`src/rtl/serial_rx_pkg.sv`:
```
// Shared types and defaults for the UART-style serial frame receiver.
package serial_rx_pkg;

  localparam int DEFAULT_CLKS_PER_BIT = 10;
  localparam int DEFAULT_DATA_BITS    = 8;

  typedef enum logic [2:0] {
    IDLE,
    START,
    DATA,
    STOP,
    LOAD
  } rx_state_t;

endpackage

```
`src/rtl/rx_bit_timer.sv`:
```
// Clock divider and bit counter: pulses sample_strobe at the middle of each serial bit
// and counts samples taken since the last restart (0 = start bit).
module rx_bit_timer
  import serial_rx_pkg::*;
#(
  parameter int CLKS_PER_BIT = DEFAULT_CLKS_PER_BIT,
  parameter int DATA_BITS    = DEFAULT_DATA_BITS,
  localparam int TW          = $clog2(CLKS_PER_BIT),
  localparam int BW          = $clog2(DATA_BITS + 2)
) (
  input  logic          clk,
  input  logic          n_rst,
  input  logic          enable,
  input  logic          restart,
  output logic          sample_strobe,
  output logic [BW-1:0] bit_idx
);

  // Restart happens on the edge-detect cycle, so the first sample needs HALF-1 ticks.
  localparam logic [TW-1:0] FIRST_TICK = TW'(CLKS_PER_BIT / 2 - 1);
  localparam logic [TW-1:0] LAST_TICK  = TW'(CLKS_PER_BIT - 1);
  localparam logic [BW-1:0] LAST_BIT   = BW'(DATA_BITS + 1);

  logic [TW-1:0] timer;
  logic [TW-1:0] threshold;

  // NOTE: every variable assigned in always_comb gets a value on every path, so no latch is inferred.
  always_comb begin
    threshold     = (bit_idx == '0) ? FIRST_TICK : LAST_TICK;
    sample_strobe = enable && (timer == threshold);
  end

  always_ff @(posedge clk or negedge n_rst) begin
    if (!n_rst) begin
      timer   <= '0;
      bit_idx <= '0;
    end else if (restart) begin
      timer   <= '0;
      bit_idx <= '0;
    end else if (enable) begin
      if (sample_strobe) begin
        timer <= '0;
        if (bit_idx != LAST_BIT) bit_idx <= bit_idx + BW'(1);
      end else begin
        timer <= timer + TW'(1);
      end
    end
  end

endmodule

```
`src/rtl/serial_rx_framer.sv`:
```
// UART-style frame receiver: start-edge detect, mid-bit sampling, stop-bit check,
// and a ready/read handshake toward the output buffer with overrun/framing flags.
module serial_rx_framer
  import serial_rx_pkg::*;
#(
  parameter int CLKS_PER_BIT = DEFAULT_CLKS_PER_BIT,
  parameter int DATA_BITS    = DEFAULT_DATA_BITS
) (
  input  logic                 clk,
  input  logic                 n_rst,
  input  logic                 serial_in,
  input  logic                 data_read,
  output logic [DATA_BITS-1:0] rx_data,
  output logic                 data_ready,
  output logic                 overrun_error,
  output logic                 framing_error
);

  localparam int BW = $clog2(DATA_BITS + 2);

  rx_state_t              state;
  logic                   prev_serial;
  logic [DATA_BITS-1:0]   shift_reg;
  logic                   start_edge;
  logic                   timer_enable;
  logic                   sample_strobe;
  logic [BW-1:0]          bit_idx;

  assign start_edge   = (state == IDLE) && prev_serial && !serial_in;
  assign timer_enable = (state == START) || (state == DATA) || (state == STOP);

  rx_bit_timer #(
    .CLKS_PER_BIT(CLKS_PER_BIT),
    .DATA_BITS   (DATA_BITS)
  ) u_bit_timer (
    .clk          (clk),
    .n_rst        (n_rst),
    .enable       (timer_enable),
    .restart      (start_edge),
    .sample_strobe(sample_strobe),
    .bit_idx      (bit_idx)
  );

  // NOTE: all state uses non-blocking assignments, so every branch below sees pre-edge values
  // and the LOAD branch can override the handshake clear that precedes it.
  always_ff @(posedge clk or negedge n_rst) begin
    if (!n_rst) begin
      state         <= IDLE;
      prev_serial   <= 1'b1;
      shift_reg     <= '0;
      rx_data       <= '0;
      data_ready    <= 1'b0;
      overrun_error <= 1'b0;
      framing_error <= 1'b0;
    end else begin
      prev_serial <= serial_in;

      if (data_read && data_ready) begin
        data_ready    <= 1'b0;
        overrun_error <= 1'b0;
      end

      unique case (state)
        IDLE: if (start_edge) state <= START;
        START: if (sample_strobe) state <= serial_in ? IDLE : DATA;
        DATA: begin
          if (sample_strobe) begin
            shift_reg <= {serial_in, shift_reg[DATA_BITS-1:1]};
            if (bit_idx == BW'(DATA_BITS)) state <= STOP;
          end
        end
        STOP: begin
          if (sample_strobe) begin
            if (serial_in) begin
              state <= LOAD;
            end else begin
              framing_error <= 1'b1;
              state         <= IDLE;
            end
          end
        end
        LOAD: begin
          // A read in this same cycle consumes the old word, so no overrun is flagged.
          rx_data       <= shift_reg;
          data_ready    <= 1'b1;
          framing_error <= 1'b0;
          overrun_error <= data_ready && !data_read;
          state         <= IDLE;
        end
        default: state <= IDLE;
      endcase
    end
  end

endmodule

```
`config.mk`:
```
export PLATFORM = sky130hd
export DESIGN_NAME = serial_rx_framer
export DESIGN_NICKNAME = d
export VERILOG_FILES = /design/src/rtl/serial_rx_pkg.sv /design/src/rtl/rx_bit_timer.sv /design/src/rtl/serial_rx_framer.sv
export SDC_FILE = /design/constraint.sdc
export NUM_CORES = 1
export LEC_CHECK = 0
export CAP_MARGIN = 10
export CORE_ASPECT_RATIO = 0.6
export CORE_UTILIZATION = 61
export DETAILED_ROUTE_END_ITERATION = 10
export DONT_BUFFER_PORTS = 1
export PLACE_DENSITY_LB_ADDON = 0.2
export SYNTH_ARGS = -nofsm -noshare
export SYNTH_HDL_FRONTEND = slang
export SYNTH_HIERARCHICAL = 1
export SYNTH_SLANG_ARGS = --single-unit
```
`constraint.sdc`:
```
create_clock -name clk -period 2.62 [get_ports clk]
set_input_delay 0.393 -clock clk [delete_from_list [all_inputs] [get_ports clk]]
set_output_delay 0.393 -clock clk [all_outputs]
set_load 0.02 [all_outputs]
```
==> metrics.md <==
| Metric | Value |
|---|---|
| Status | finished, final reports clean |
| Top-area cell type share of the netlist area | 52.1% |
| Sequential share of the synthesized area | 53.9% |
| Routed Antenna Nets | 0 |
| Worst path cell trace | inv_1, ha_1, nor3b_2, mux2i_1, nor2_1, nand2_2, nor3_4, mux2_2 |
| Layout Skew | 0.00570 ns |
| Syn Area/Cell | 11.9 um2 |
| Unrepaired setup endpoints after global routing | false |
| Setup Buffers After CTS | 0 |
| Relative slew margins | 42.6% |
| Max-slew violation count | 0 |
| RR Endpoint | shift_reg[1] |
| Synth top cells by count | dfrtp_1 (30), mux2_2 (16), inv_1 (9) |
| Crit share post-route | 97.6% |
| PnR Total Power | 1.49 mW |
| Syn. warnings | 6 |
| CTS Buffer Depth | 2 |
| Post-synthesis xor/xnor area fraction | 0.608% |
| Core Area | 0.00220 mm2 |
| Maximum fanout along the worst path | 8 |
| Hold Crit Class | input port to flop |
| Mux share of post-synthesis cell area | 14.6% |
| P&R area growth vs syn | 11.5% |
| FF-to-FF Start | u_bit_timer/bit_idx[0] |
| Net count after synthesis | 129 |
| Fin nets | 135 |
| FMAX | 391 MHz |
| Synthesized cell area | 0.00144 mm2 |
| DR vias | 942 |
| Final wirelength | 2700 um |
| Element type at the critical path start | flop |
| TritonCTS Buffers | 5 |
| EDFF count, synth | 0 |
| Die area | 0.00257 mm2 |
| Max-cap violations | 0 |
| Worst Path Required | 2.78 ns |
| ANT cells | 0 |
| Grt total ovfl | 0 |
| Die H | 39.7 um |
| First-pass GRT wire length | 4380 um |
| DRC | 0 |
| Area leader, netlist | dfrtp_1 |
| Final Wtd Congestion | 0.870 |
| Hold Fails Final Rpt | 0 |
| CP max stage cell | dfrtp_1 |
| Htree depth | 2 |
| Final Cell Area | 0.00161 mm2 |
| Crit-path max cell delay | 0.45 ns |
| Peak supply drop | 689 uV |
| TNS Setup | 0 ns |
| Final setup viols | 0 |
| Static leakage | 0.769 nW |
| Crit path from | u_bit_timer/bit_idx[0] |
| FF-to-FF setup slack | 0.06 ns |
| Vias in the first global route | 901 |
| Placed cell count | 148 |
| Post-DP HPWL | 1820 um |
| Post-Layout Cell Count | 158 |
| PortBufs | 0 |
| CTS sink cnt | 31 |
| Largest cells by area after synthesis | dfrtp_1 (52%), mux2_2 (13%), ha_1 (3.5%) |
| Synth Area in Compound Gates | 8.25% |
| Pin count of the biggest net entering global routing | 32 |
| Most frequent cell after synthesis | dfrtp_1 |
| Worst hold stages | 0 |
| Initial Utilization | 65.6% |
| Pwr dens | 929 mW/mm2 |
| Gr usage total | 25.4% |
| CTS tree | built |
| Root buffer cell | clkbuf_8 |
| DRT iter0 DRCs | 71 |
| Top-Level Pins | 15 |
| Synth Flop Type | dfrtp_1 |
| Layout cell share with drive strength beyond 1 | 27.3% |
| CTS clk-pin slew, worst paths | 0.07 ns |
| Number of detailed-route iterations in the first pass | 4 |
| Die W | 64.8 um |
| Reg2Reg Depth | 8 |
| Post-Synth Simple-Gate Area | 14.5% |
| Largest family of logic cells by synthesized area | multiplexers |
| Post-layout min period | 2.56 ns |
| WL/cell | 17.1 um |
| Clock Latency Late Sink | 0.28 ns |
| Placed Area | 0.00146 mm2 |
| Fraction of the mapped netlist area in adder cells | 3.47% |
| Critical path type | flop to flop |
| Cts repair resizes | 0 |
| Critical Path AT | 2.72 ns |
| Initial antenna violation count | 0 |
| FF+latch count, synth | 31 |
| Synth unique cells | 34 |
| Cells after synthesis | 121 |
| Worst-Margin Slew | 0.857 ns |
| Asr flop ratio synth | 100% |
| Worst Hold End | prev_serial |
| Avg Vias per Cell | 5.96 |
| # rows | 13 |
| Hold Startpoint | serial_in |
| Hold Buf Count CTS | 2 |
| Critical path endpoint category | flop |
-- critical path, delay by kind of cell, from the launching register on --
| family | cells | cell delay (ns) |
|---|---|---|
| adders and majority gates | 1 | 0.13 |
| buffers and inverters | 1 | 0.08 |
| DFF | 1 | 0.45 |
| muxes | 2 | 0.62 |
| and+or+nand+nor | 4 | 1.15 |
-- worst max-delay path by stage --
| stage | endpoint | slack (ns) |
|---|---|---|
| floorplan | shift_reg[7] | 0.45 |
| finish | shift_reg[1] | 0.06 |
| CTS | shift_reg[0] | 0.13 |
| detailed placement | shift_reg[5] | 0.18 |
| global placement | shift_reg[4] | 0.40 |
| global route | shift_reg[2] | 0.004 |
-- layer usage --
layer / vias to the layer above / share of wire [%] / track usage, %
met3: 9 / 7.7 / 11.9
met5: - / 0 / 0
li1: 439 / - / -
met4: 0 / 1.9 / 11.1
met2: 37 / 44 / 36.2
met1: 457 / 47 / 33.0
-- where the power goes --
part / leakage, nW / internal, mW / total, mW / switching (mW)
Combinational: 0.300 / 0.152 / 0.349 / 0.197
Sequential: 0.408 / 0.555 / 0.661 / 0.106
Clock: 0.0612 / 0.307 / 0.483 / 0.176
-- through the flow --
stage                     util [%]  worst slack, ns  hold WS (ns)
after CTS                     73.2            0.134        0.0988
final                         73.2           0.0642         0.105
after global placement        66.5            0.397        0.0978
after global routing          73.2          0.00428        0.0878
after detailed placement      66.5            0.177        0.0978
after floorplan                  -            0.452        0.0974
-- cells in the final DEF, fill, tap and decap left out, types with 2 or more instances in the layout --
master / Yosys / routed
nor2_1: 7 / 7
ha_1: 4 / 4
buf_4: 1 / 2
nand2_1: 8 / 8
or3_1: 2 / 2
inv_1: 9 / 9
dfrtp_1: 30 / 30
clkbuf_8: 0 / 6
a31oi_1: 2 / 2
nand3_1: 2 / 2
mux2_2: 16 / 16
o21ai_0: 8 / 8
mux2i_1: 3 / 3
a21oi_1: 5 / 5
nor3b_2: 2 / 2
-- cell families (layout without fill, tap and decap cells) --
group	count (synthesis)	count (layout)
xor+xnor	1	1
buf+inv	14	21
compound gates	20	20
flops	31	31
fa+ha+maj	4	4
simple gates	32	32
mux	19	19
-- layout make-up --
class                           count  area (um2)
Clock buffer                        6        82.6
Sequential cell                    31         777
Timing Repair Buffer                4        45.0
Tap cell                           30        37.5
Multi-Input combinational cell     76         597
Inverter                            9        33.8
Fill cell                         146         588
Clock inverter                      2        35.0
Note: power is estimated with default switching activity, not from simulation.
